==> src/rtl/uart_rx_oversample.sv <==
// uart_rx_oversample: oversampling UART receiver.
// Frame: start bit, Data_length data bits LSB first, optional parity bit, one stop bit.
// The line is synchronized, timed by a free-running oversample tick, and decoded by a
// six-state FSM that reports each completed frame with a one-cycle rx_done strobe.
// Optional build macro: UART_RX_MAJORITY_EN -- each bit value is the 2-of-3 majority of
// the samples at s = OVERSAMPLE/2-2, OVERSAMPLE/2-1, OVERSAMPLE/2 instead of a single sample.
module uart_rx_oversample #(
  parameter int Data_length = 8,
  parameter int parity_en   = 1,
  parameter int Baud_div    = 27,
  parameter int OVERSAMPLE  = 16
) (
  input  logic                   rx_clk,
  input  logic                   rst,
  input  logic                   serial_in,
  input  logic                   parity_type,
  output logic                   baudraterx,
  output logic [Data_length-1:0] data_out,
  output logic                   rx_done,
  output logic                   parity_error,
  output logic                   frame_error,
  output logic                   error
);

  localparam int DW = (Baud_div > 1) ? $clog2(Baud_div) : 1;
  localparam int SW = $clog2(OVERSAMPLE);
  localparam int BW = (Data_length > 1) ? $clog2(Data_length) : 1;

  localparam logic [DW-1:0] DIV_LAST = DW'(Baud_div - 1);
  localparam logic [SW-1:0] S_LAST   = SW'(OVERSAMPLE - 1);
  localparam logic [BW-1:0] BIT_LAST = BW'(Data_length - 1);

`ifdef UART_RX_MAJORITY_EN
  localparam logic [SW-1:0] S_PRE0 = SW'(OVERSAMPLE / 2 - 2);
  localparam logic [SW-1:0] S_PRE1 = SW'(OVERSAMPLE / 2 - 1);
  localparam logic [SW-1:0] S_DEC  = SW'(OVERSAMPLE / 2);
`else
  localparam logic [SW-1:0] S_DEC  = SW'(OVERSAMPLE / 2 - 1);
`endif

  typedef enum logic [2:0] {
    IDLE,
    START,
    DATA,
    PARITY,
    STOP,
    WAIT_IDLE
  } state_t;

  // Synchronizer and tick divider
  logic                   r_sync1;
  logic                   r_sync2;
  logic [DW-1:0]          r_div;
  logic                   r_tick;

  // FSM state and datapath registers
  state_t                 r_state;
  logic [SW-1:0]          r_s;
  logic [BW-1:0]          r_bit;
  logic [Data_length-1:0] r_shift;
  logic                   r_par_err;
  logic [Data_length-1:0] r_data;
  logic                   r_done;
  logic                   r_perr;
  logic                   r_ferr;

  // Next-state values from the combinational process
  state_t                 w_state_nxt;
  logic [SW-1:0]          w_s_nxt;
  logic [BW-1:0]          w_bit_nxt;
  logic [Data_length-1:0] w_shift_nxt;
  logic                   w_par_err_nxt;
  logic [Data_length-1:0] w_data_nxt;
  logic                   w_done_nxt;
  logic                   w_perr_nxt;
  logic                   w_ferr_nxt;

  // Bit value decided at the S_DEC tick
  logic                   w_bit;

  // Two-flop synchronizer; idles high so reset never looks like a start edge
  always_ff @(posedge rx_clk or negedge rst) begin
    if (!rst) begin
      r_sync1 <= 1'b1;
      r_sync2 <= 1'b1;
    end else begin
      r_sync1 <= serial_in;
      r_sync2 <= r_sync1;
    end
  end

  // Free-running divider producing a one-cycle oversample tick at each wrap
  always_ff @(posedge rx_clk or negedge rst) begin
    if (!rst) begin
      r_div  <= '0;
      r_tick <= 1'b0;
    end else if (r_div == DIV_LAST) begin
      r_div  <= '0;
      r_tick <= 1'b1;
    end else begin
      r_div  <= r_div + DW'(1);
      r_tick <= 1'b0;
    end
  end

`ifdef UART_RX_MAJORITY_EN
  logic r_maj0;
  logic r_maj1;

  function automatic logic maj3(input logic a, input logic b, input logic c);
    return (a & b) | (a & c) | (b & c);
  endfunction

  // Capture the two early votes; the third is the live sample at S_DEC
  always_ff @(posedge rx_clk or negedge rst) begin
    if (!rst) begin
      r_maj0 <= 1'b1;
      r_maj1 <= 1'b1;
    end else if (r_tick) begin
      if (r_s == S_PRE0) r_maj0 <= r_sync2;
      if (r_s == S_PRE1) r_maj1 <= r_sync2;
    end
  end

  assign w_bit = maj3(r_maj0, r_maj1, r_sync2);
`else
  assign w_bit = r_sync2;
`endif

  // FSM state, counters, shift register and reported results
  always_ff @(posedge rx_clk or negedge rst) begin
    if (!rst) begin
      r_state   <= IDLE;
      r_s       <= '0;
      r_bit     <= '0;
      r_shift   <= '0;
      r_par_err <= 1'b0;
      r_data    <= '0;
      r_done    <= 1'b0;
      r_perr    <= 1'b0;
      r_ferr    <= 1'b0;
    end else begin
      r_state   <= w_state_nxt;
      r_s       <= w_s_nxt;
      r_bit     <= w_bit_nxt;
      r_shift   <= w_shift_nxt;
      r_par_err <= w_par_err_nxt;
      r_data    <= w_data_nxt;
      r_done    <= w_done_nxt;
      r_perr    <= w_perr_nxt;
      r_ferr    <= w_ferr_nxt;
    end
  end

  // Next-state and frame decoding; everything advances only on a tick
  always_comb begin
    w_state_nxt   = r_state;
    w_s_nxt       = r_s;
    w_bit_nxt     = r_bit;
    w_shift_nxt   = r_shift;
    w_par_err_nxt = r_par_err;
    w_data_nxt    = r_data;
    w_done_nxt    = 1'b0;
    w_perr_nxt    = r_perr;
    w_ferr_nxt    = r_ferr;
    if (r_tick) begin
      case (r_state)
        IDLE: begin
          if (!r_sync2) begin
            w_s_nxt     = '0;
            w_state_nxt = START;
          end
        end
        START: begin
          // A confirmed start keeps counting to the end of the start bit so that
          // the data bits are sampled at their own midpoints.
          w_s_nxt = r_s + SW'(1);
          if ((r_s == S_DEC) && w_bit) begin
            w_s_nxt     = '0;
            w_state_nxt = IDLE;
          end else if (r_s == S_LAST) begin
            w_s_nxt       = '0;
            w_bit_nxt     = '0;
            w_par_err_nxt = 1'b0;
            w_state_nxt   = DATA;
          end
        end
        DATA: begin
          w_s_nxt = r_s + SW'(1);
          if (r_s == S_DEC) w_shift_nxt = {w_bit, r_shift[Data_length-1:1]};
          if (r_s == S_LAST) begin
            w_s_nxt = '0;
            if (r_bit == BIT_LAST) begin
              w_state_nxt = (parity_en != 0) ? PARITY : STOP;
            end else begin
              w_bit_nxt = r_bit + BW'(1);
            end
          end
        end
        PARITY: begin
          w_s_nxt = r_s + SW'(1);
          if (r_s == S_DEC) w_par_err_nxt = w_bit ^ (^r_shift) ^ parity_type;
          if (r_s == S_LAST) begin
            w_s_nxt     = '0;
            w_state_nxt = STOP;
          end
        end
        STOP: begin
          w_s_nxt = r_s + SW'(1);
          if (r_s == S_DEC) begin
            w_data_nxt  = r_shift;
            w_perr_nxt  = (parity_en != 0) && r_par_err;
            w_ferr_nxt  = ~w_bit;
            w_done_nxt  = 1'b1;
            w_s_nxt     = '0;
            w_state_nxt = w_bit ? IDLE : WAIT_IDLE;
          end
        end
        WAIT_IDLE: begin
          if (r_sync2) w_state_nxt = IDLE;
        end
        default: begin
          w_s_nxt     = '0;
          w_state_nxt = IDLE;
        end
      endcase
    end
  end

  assign baudraterx   = r_tick;
  assign data_out     = r_data;
  assign rx_done      = r_done;
  assign parity_error = r_perr;
  assign frame_error  = r_ferr;
  assign error        = r_perr | r_ferr;

endmodule

==> config.mk <==
export PLATFORM = sky130hd
export DESIGN_NAME = uart_rx_oversample
export DESIGN_NICKNAME = d
export VERILOG_FILES = /design/src/rtl/uart_rx_oversample.sv
export SDC_FILE = /design/constraint.sdc
export NUM_CORES = 1
export LEC_CHECK = 0
export CELL_PAD_IN_SITES_DETAIL_PLACEMENT = 1
export CELL_PAD_IN_SITES_GLOBAL_PLACEMENT = 2
export CORE_MARGIN = 8
export CORE_UTILIZATION = 38
export CTS_CLUSTER_DIAMETER = 150
export DETAILED_ROUTE_END_ITERATION = 16
export GPL_ROUTABILITY_DRIVEN = 0
export PLACE_DENSITY_LB_ADDON = 0.1
export SYNTH_ARGS = -nofsm -noshare
export SYNTH_HDL_FRONTEND = slang
export SYNTH_SLANG_ARGS = --single-unit
==> constraint.sdc <==
create_clock -name rx_clk -period 2.15 [get_ports rx_clk]
set_input_delay 0.43 -clock rx_clk [delete_from_list [all_inputs] [get_ports rx_clk]]
set_output_delay 0.43 -clock rx_clk [all_outputs]
set_load 0.02 [all_outputs]
==> metrics.md, run 1 <==
| Metric | Value |
|---|---|
| Status | `finished, final reports clean` |
| Die Wd | `86.9 µm` |
| Util after Layout | `46.1%` |
| Final setup vio count | `0` |
| DRT antenna net count | `0` |
| Synth top area share | `47.2%` |
| Most frequent cells in the layout | `dfrtp_1 (36), nand2_1 (16), clkdlybuf4s50_1 (15), xnor2_1 (12), o21ai_0 (12)` |
| Synth Area per Inst | `11.5 µm²` |
| Number of synthesized flops with an enable pin | `0` |
| H-tree depth | `2` |
| Max Root-Sink Buffers | `2` |
| GRT Total Usage | `12.0%` |
| Setup TNS | `0 ps` |
| WP data required | `1720 ps` |
| DRC viols | `0` |
| Post-synthesis sequential area ratio | `50.0%` |
| Die area | `7540 µm²` |
| Via-per-instance ratio | `5.02` |
| Met3 usage | `3.87%` |
| First-pass GRT wire length | `6930 µm` |
| Syn_nets | `175` |
| I/O Buffers | `16` |
| Syn Std Cell Area | `1910 µm²` |
| Ys flop type | `dfrtp_1` |
| Worst-Margin Slew | `858 ps` |
| Initial drt markers | `73` |
| TritonCTS clock tree | `built` |
| Relative slew slack | `42.8%` |
| Met1 GRT Util | `14.2%` |
| Layout cell share with drive strength beyond 1 | `21.9%` |
| GR Layer Usage met2 | `20.5%` |
| Reg2Reg Depth | `6` |
| Reg area | `953 µm²` |
| Max-cap viol count | `0` |
| Final Hold Vio Count | `0` |
| PD cells | `563 nW/µm²` |
| # diodes | `0` |
| DRT Pass-1 Iters | `4` |
| Critical path type | `reg -> out` |
| DPL Wire Length | `3050 µm` |
| WL final | `4190 µm` |
| Maximum vdd drop | `0.288 mV` |
| Number of I/O pins | `17` |
| Top post-synthesis cells by area | `dfrtp_1 (47%), mux2_4 (7.1%), xnor2_1 (5.5%), mux2_2 (5.3%), ha_1 (3.3%)` |
| Pin count of the biggest net entering global routing | `39` |
| Num CTS Buffers | `5` |
| Initial Util | `39.9%` |
| Initial antenna violation count | `0` |
| Clock period minus worst slack | `1990 ps` |
| GRT Max-Usage Layer | `met2` |
| Core Area | `4790 µm²` |
| Async set-or-reset flop fraction in the synthesized netlist | `100%` |
| Critical path arrival | `1560 ps` |
| Most common cell after layout, fill and taps aside | `dfrtp_1` |
| Clock sink total | `38` |
| Fin Clk Skew | `7.78 ps` |
| Multi-input gate area | `881 µm²` |
| Ys Warns | `0` |
| Worst-path clk slew | `80 ps` |
| Post_cts resized | `0` |
| Worst Setup End Kind | `primary output` |
| Area Overhead vs Synth | `15.7%` |
| Fillers | `530` |
| Cts hold-fix bufs | `0` |
| Post-Syn Instances | `166` |
| # rows | `25` |
| Library cells used by synthesis | `35` |
| Fraction of the cycle the final worst path needs | `92.5%` |
| Final net count | `195` |
| RSZ-0062 raised after global routing | `false` |
| Leading area contributor after synthesis | `dfrtp_1` |
| Worst skew pair latency | `290 ps` |
| Synth Register Bits | `38` |
| GRT Residual Overflow | `0` |
| Root buffer cell | `clkbuf_8` |
| Vias in the first global route | `1,402` |
| DIE HEIGHT | `86.9 µm` |
| Vias | `1,274` |
| CP Launch Type | `flop` |
| LEAKAGE | `0.000990 µW` |
| Wire per inst | `16.5 µm` |
| Hold Crit Class | `in -> async` |
| Max Freq | `0.503 GHz` |
| Fin. max-slew vios | `0` |
| Crit path max fanout | `3` |
| Post-CTS Setup Inserts | `0` |
state kept, by name (all words and copies together) (netlist names):
name          cells
r_bit             3
r_state           3
r_par_err         1
r_sync2           1
baudraterx        1
frame_error       1
r_s               4
r_div             5
rx_done           1
r_shift           8
data_out          8
parity_error      1
r_sync1           1
final timing paths:
path,endpoint,slack [ps],startpoint
min in group rx_clk,r_sync2,360,r_sync1
hold / removal,r_s[2],250,rst
setup reg to reg,data_out[0],220,r_s[0]
setup / recovery,error,160,frame_error
max in group asynchronous,r_div[3],1360,rst
hold reg to reg,r_sync2,360,r_sync1
cells by family after synthesis:
group	after synthesis	share of synthesized area (%)
flops	38	50.0
compound gates	28	9.44
buf+inv	12	3.87
simple gates	51	14.6
fa+ha+maj	5	3.28
xor+xnor	14	6.43
mux	18	12.4
critical path, cell delays in order (launching register included):
cell and delay (ps):
dfrtp_1 410, or2_2 310, clkdlybuf4s50_1 550
per-layer routing:
metal | share of wire (%) | vias up
met5 | 0 | -
met4 | 0.45 | 0
met3 | 3.1 | 2
met2 | 52 | 13
met1 | 45 | 652
li1 | - | 607
synthesized netlist by cell type (2+ instances only):
cell       n
inv_1      5
buf_2      4
nand3_1    7
o21ai_1    2
dfstp_2    2
and2_1     2
nand2_4    2
nor2_4     3
mux2_4     9
a22o_1     2
xnor2_1   12
nor2_1    10
a21oi_1    5
dfrtp_1   36
xor2_1     2
nand2_1   16
mux2_2     9
o21ai_0   12
nor3_1     3
ha_1       5
nand2b_1   3
a21o_1     2
area by class of cell:
| cell class | count | area share [%] |
|---|---|---|
| Clock buffer | 6 | 3.29 |
| Tap cell | 67 | 3.80 |
| Inverter | 5 | 0.850 |
| Sequential cell | 38 | 43.2 |
| Multi-Input combinational cell | 116 | 39.9 |
| Clock inverter | 2 | 0.623 |
| Timing Repair Buffer | 20 | 8.39 |
where the power goes:
group | switching, µW | total (µW) | internal (µW) | leakage [µW]
clock network | 248 | 477 | 229 | 0.0000452
logic | 28.3 | 44.1 | 15.7 | 0.000443
registers | 4.12 | 723 | 719 | 0.000502
total | 280 | 1240 | 963 | 0.000990
metrics by stage:
| step | power (µW) | worst slack [ps] | hold slack, ps | cells | instance area, µm² |
|---|---|---|---|---|---|
| floorplan | 755 | 530 | 134 | 166 | 1910 |
| global placement | 781 | 288 | 350 | 246 | 2120 |
| detailed placement | 782 | 209 | 353 | 246 | 2120 |
| CTS | 1270 | 135 | 263 | 254 | 2210 |
| global route | 1300 | 78.9 | 306 | 254 | 2210 |
| finish | 1240 | 161 | 249 | 254 | 2210 |
Power figures use the tool's default switching activity.
==> inputs of run 2 (changes only) <==
--- a/config.mk
+++ b/config.mk
@@ -7,12 +7,12 @@
 export LEC_CHECK = 0
 export CELL_PAD_IN_SITES_DETAIL_PLACEMENT = 1
 export CELL_PAD_IN_SITES_GLOBAL_PLACEMENT = 2
-export CORE_MARGIN = 8
 export CORE_UTILIZATION = 38
 export CTS_CLUSTER_DIAMETER = 150
 export DETAILED_ROUTE_END_ITERATION = 16
 export GPL_ROUTABILITY_DRIVEN = 0
 export PLACE_DENSITY_LB_ADDON = 0.1
+export SKIP_CTS_REPAIR_TIMING = 1
 export SYNTH_ARGS = -nofsm -noshare
 export SYNTH_HDL_FRONTEND = slang
 export SYNTH_SLANG_ARGS = --single-unit
==> metrics.md, run 2 (synthesis results as in run 1) <==
| Metric | Value |
|---|---|
| Status | `finished, final reports clean` |
| Sequential power share | `56.1% (-2.0 points)` |
| DRT antenna net count | `0 (unchanged)` |
| LEAKAGE | `0.00100 µW (+1.2%)` |
| First-pass GRT wire length | `7220 µm (+4.2%)` |
| H-tree depth | `2 (unchanged)` |
| Max-cap viol count | `0 (unchanged)` |
| DRT Pass-1 Iters | `4 (unchanged)` |
| Multi-input gate area | `881 µm² (unchanged)` |
| Die Wd | `72.9 µm (-16%)` |
| Hold Crit Class | `in -> async` |
| Final net count | `197 (+1.0%)` |
| Critical path, cell by cell | `or2_2 > clkdlybuf4s50_1` |
| Crit path max fanout | `3 (unchanged)` |
| Sw Share | `22.8% (+0.27 points)` |
| Number of I/O pins | `17 (unchanged)` |
| WP data required | `1720 ps (about the same)` |
| WL final | `4000 µm (-4.4%)` |
| GR Layer Usage met2 | `30.0% (+9.5 points)` |
| Vias in the first global route | `1,449 (+3.4%)` |
| Most common cell after layout, fill and taps aside | `dfrtp_1` |
| Fin Clk Skew | `9.33 ps (+1.55 ps)` |
| Met3 usage | `5.11% (+1.2 points)` |
| DPL Wire Length | `2960 µm (-2.9%)` |
| Final Hold Vio Count | `0 (unchanged)` |
| Clock period minus worst slack | `1980 ps (-9.81 ps)` |
| Final setup vio count | `0 (unchanged)` |
| Core Area | `4790 µm² (unchanged)` |
| Max Root-Sink Buffers | `2 (unchanged)` |
| GRT Residual Overflow | `0 (unchanged)` |
| Util after Layout | `46.6% (+0.50 points)` |
| GRT Total Usage | `18.4% (+6.4 points)` |
| Vias | `1,266 (-0.63%)` |
| Clock sink total | `38 (unchanged)` |
| Maximum vdd drop | `0.386 mV (+34%)` |
| Max Freq | `0.505 GHz (+0.50%)` |
| Most frequent cells in the layout | `dfrtp_1 (36), nand2_1 (16), clkdlybuf4s50_1 (15), xnor2_1 (12), o21ai_0 (12)` |
| Clock Power Share | `40.3% (+2.0 points)` |
| Worst-Margin Slew | `468 ps (-390 ps)` |
| Internal Power | `993 µW (+3.1%)` |
| Via-per-instance ratio | `4.95 (-1.4%)` |
| Combinational Power Share | `3.6% (about the same)` |
| Die area | `5310 µm² (-30%)` |
| Wire per inst | `15.6 µm (-5.2%)` |
| Root buffer cell | `clkbuf_8` |
| GRT Max-Usage Layer | `met2` |
| Num CTS Buffers | `5 (unchanged)` |
| Fin cells | `256 (+0.79%)` |
| I/O Buffers | `16 (unchanged)` |
| Reg area | `953 µm² (unchanged)` |
| DIE HEIGHT | `72.9 µm (-16%)` |
| Net Switching | `294 µW (+4.7%)` |
| Pin count of the biggest net entering global routing | `16 (-59%)` |
| Fin. max-slew vios | `0 (unchanged)` |
| Worst-path clk slew | `80 ps (about the same)` |
| # diodes | `0 (unchanged)` |
| Relative slew slack | `68.3% (+26 points)` |
| Largest stage delay on the critical path | `550 ps (about the same)` |
| Setup TNS | `0 ps (unchanged)` |
| CP Launch Type | `flop` |
| Placed insts | `248 (+0.81%)` |
| RSZ-0062 raised after global routing | `false` |
| Met1 GRT Util | `23.3% (+9.1 points)` |
| PD cells | `577 nW/µm² (+2.4%)` |
| CP max stage cell | `clkdlybuf4s50_1` |
| Critical path type | `reg -> out` |
| Initial antenna violation count | `0 (unchanged)` |
| Critical path arrival | `1550 ps (about the same)` |
| TritonCTS clock tree | `built` |
| DRC viols | `0 (unchanged)` |
| Initial drt markers | `30 (-59%)` |
| Worst skew pair latency | `300 ps (about the same)` |
| Area Overhead vs Synth | `17.0%` |
| # rows | `25 (unchanged)` |
| Fillers | `523 (-1.3%)` |
| Fraction of the cycle the final worst path needs | `92.1% (-0.46 points)` |
| Layout cell share with drive strength beyond 1 | `23.3% (+1.4 points)` |
| Initial Util | `39.9% (unchanged)` |
| Worst Setup End Kind | `primary output` |
## run 2: changes by cell type in the layout (fill, tap and decap cells not counted), sizes merged
cell / before / now
clkinv: 2 / 1
buf: 5 / 7
clkinvlp: 0 / 1
## run 2: worst max-delay path: cells and delay by family (launching register included)
| family | cells | cell delay (ps) |
|---|---|---|
| buffers and inverters | 1 | 550 |
| DFF | 1 | 410 |
| and+or+nand+nor | 1 | 300 |
## run 2: area by class of cell
| type | instances | area share [%] |
|---|---|---|
| clock buffers | 6 | 3.70 |
| clock inverters | 2 | 0.561 |
| inverters | 5 | 0.841 |
| multi-input cells | 116 | 39.5 |
| flip-flops and latches | 38 | 42.7 |
| well taps | 67 | 3.76 |
| repair buffers | 22 | 8.97 |
## run 2: power groups by stage
stage	clock, µW	combinational [µW]	sequential (µW)
after floorplan	0	21.7	733
after global placement	0	45.9	736
after detailed placement	0	47.2	736
after CTS	538	47.6	722
after global routing	567	52.1	723
final	519	45.8	722
## run 2: worst paths after layout
kind	from	to	slack (ps)	depth (start not counted)
max	frame_error	error	170	2
min	rst	r_bit[1]	40	1
max reg2reg	r_state[1]	data_out[2]	290	5
min reg2reg	r_sync1	r_sync2	360	0
max in group asynchronous	rst	r_sync1	1530	2
min in group rx_clk	r_sync1	r_sync2	360	0
## run 2: metal layers
metal	share of wire [%]	routed length (µm)	vias to the layer above
li1	-	-	606
met1	47	1880	631
met2	48	1910	20
met3	3.2	127	9
met4	2.0	81	0
met5	0	0	-
## run 2: through the flow
step / setup WS, ps / power, µW / hold slack [ps] / cell area, µm²
3_3_place_gp: 383 / 782 / 346 / 2140
5_1_grt: 115 / 1340 / 59.8 / 2230
6_report: 171 / 1290 / 39.8 / 2230
3_5_place_dp: 296 / 784 / 349 / 2140
4_1_cts: 149 / 1310 / 47.0 / 2230
2_1_floorplan: 530 / 755 / 134 / 1910
==> inputs of run 3 (changes only) <==
--- a/config.mk
+++ b/config.mk
@@ -7,7 +7,7 @@
 export LEC_CHECK = 0
 export CELL_PAD_IN_SITES_DETAIL_PLACEMENT = 1
 export CELL_PAD_IN_SITES_GLOBAL_PLACEMENT = 2
-export CORE_UTILIZATION = 38
+export CORE_UTILIZATION = 30
 export CTS_CLUSTER_DIAMETER = 150
 export DETAILED_ROUTE_END_ITERATION = 16
 export GPL_ROUTABILITY_DRIVEN = 0
==> metrics.md, run 3 (synthesis results as in run 1) <==
| Metric | Value |
|---|---|
| Status | `finished, final reports clean` |
| Clock period minus worst slack | `1940 ps (-43.1 ps)` |
| RSZ-0062 raised after global routing | `false` |
| Flop2flop setup slack | `240 ps (-50 ps)` |
| Max Root-Sink Buffers | `2 (unchanged)` |
| Most common cell after layout, fill and taps aside | `dfrtp_1` |
| CP Launch Type | `flop` |
| GRT Total Usage | `13.9% (-4.5 points)` |
| Routed met2 length | `1950 µm (+1.8%)` |
| Fillers | `677 (+29%)` |
| DRT Pass-1 Iters | `4 (unchanged)` |
| Core Area | `6030 µm² (+26%)` |
| # rows | `28 (+12%)` |
| TritonCTS clock tree | `built` |
| Maximum vdd drop | `0.262 mV (-32%)` |
| Relative slew slack | `67.0% (-1.3 points)` |
| Critical path type | `reg -> out` |
| Fin Clk Skew | `7.64 ps (-1.69 ps)` |
| Util after Layout | `37.1% (-9.5 points)` |
| Root buffer cell | `clkbuf_8` |
| Final hold slack | `76.4 ps (+36.6 ps)` |
| Met3 wire length | `110 µm (-13%)` |
| Die Wd | `81.8 µm (+12%)` |
| DPL Wire Length | `2980 µm (+0.71%)` |
| Final net count | `197 (unchanged)` |
| Multi-input gate area | `881 µm² (unchanged)` |
| Layout cell share with drive strength beyond 1 | `22.2% (-1.1 points)` |
| Num CTS Buffers | `5 (unchanged)` |
| Worst-path clk slew | `70 ps (about the same)` |
| Worst r2r src | `r_s[0]` |
| Worst slack, placed | `230 ps (-66.0 ps)` |
| First-pass GRT wire length | `6800 µm (-5.9%)` |
| Reg area | `953 µm² (unchanged)` |
| DRC viols | `0 (unchanged)` |
| # diodes | `0 (unchanged)` |
| I/O Buffers | `16 (unchanged)` |
| DRT antenna net count | `0 (unchanged)` |
| Highest Signal Layer | `met4` |
| Via-per-instance ratio | `4.71 (-4.7%)` |
| Initial antenna violation count | `0 (unchanged)` |
| Worst-Margin Slew | `495 ps (+26.5 ps)` |
| Worst Setup End Kind | `primary output` |
| H-tree depth | `2 (unchanged)` |
| Final worst setup slack | `214 ps (+43.1 ps)` |
| Worst skew pair latency | `280 ps (-20 ps)` |
| Max-cap viol count | `0 (unchanged)` |
| Die area | `6680 µm² (+26%)` |
| Pin count of the biggest net entering global routing | `19 (+3)` |
| Most frequent cells in the layout | `dfrtp_1 (36), nand2_1 (16), clkdlybuf4s50_1 (15), xnor2_1 (12), o21ai_0 (12)` |
| Initial Util | `31.7% (-8.2 points)` |
| Number of I/O pins | `17 (unchanged)` |
| Critical path arrival | `1510 ps (-40 ps)` |
| WL final | `4020 µm (+0.52%)` |
| Crit path max fanout | `3 (unchanged)` |
| Area Overhead vs Synth | `17.2%` |
| Fin. max-slew vios | `0 (unchanged)` |
| Pwr Total | `1270 µW (-1.7%)` |
| M1 WL | `1910 µm (+1.3%)` |
| WP data required | `1720 ps (about the same)` |
| Crit path launch | `frame_error` |
| Hold Crit Class | `in -> async` |
| Initial drt markers | `38 (+27%)` |
| LEAKAGE | `0.00100 µW (-0.23%)` |
| PD cells | `566 nW/µm² (-1.9%)` |
| Final Hold Vio Count | `0 (unchanged)` |
| Vias in the first global route | `1,348 (-7.0%)` |
| Fraction of the cycle the final worst path needs | `90.1% (-2.0 points)` |
| Max Freq | `0.516 GHz (+2.2%)` |
| Vias | `1,244 (-1.7%)` |
| GRT Residual Overflow | `0 (unchanged)` |
| Setup TNS | `0 ps (unchanged)` |
| DIE HEIGHT | `81.8 µm (+12%)` |
| Final setup vio count | `0 (unchanged)` |
| Wire per inst | `15.2 µm (-2.5%)` |
| Clock sink total | `38 (unchanged)` |
[run 3: cell count changes in the layout (fill, tap and decap cells not counted)]
| cell | previous run | this run |
|---|---|---|
| clkbuf_1 | 0 | 2 |
| clkinvlp_4 | 1 | 0 |
| clkinv_2 | 1 | 0 |
[run 3: final timing paths]
| check | to | depth (start not counted) |
|---|---|---|
| worst max register to register | data_out[0] | 6 |
| min in group rx_clk | r_sync2 | 0 |
| worst min-delay path | r_state[2] | 1 |
| worst min register to register | r_sync2 | 0 |
| max in group asynchronous | r_shift[7] | 2 |
| worst max-delay path | error | 2 |
[run 3: power breakdown]
group | leakage, µW | internal [µW] | switching [µW] | total, µW
sequential | 0.000502 | 719 | 3.64 | 723
combinational | 0.000453 | 18.1 | 29.4 | 47.5
clock | 0.0000455 | 261 | 234 | 495
total | 0.00100 | 999 | 267 | 1270
[run 3: cell type report]
cell class	count	share of cell area, %
well taps	75	4.19
inverters	5	0.839
multi-input cells	116	39.4
clock buffers	8	4.03
repair buffers	22	8.95
flip-flops and latches	38	42.6
[run 3: routing by layer]
layer	GRT usage, %	vias to the layer above
met1	18.0	614
met2	22.5	12
met5	0	-
li1	-	612
met3	3.56	6
met4	4.91	0
[run 3: through the flow]
step                      instances  cell area, µm²
final                           264            2240
after global placement          256            2150
after global routing            264            2240
after detailed placement        256            2150
after floorplan                 166            1910
after CTS                       264            2240
[run 3: critical path: stages (launching register included)]
cell and delay [ps]:
dfrtp_1 400, or2_2 300, clkdlybuf4s50_1 530
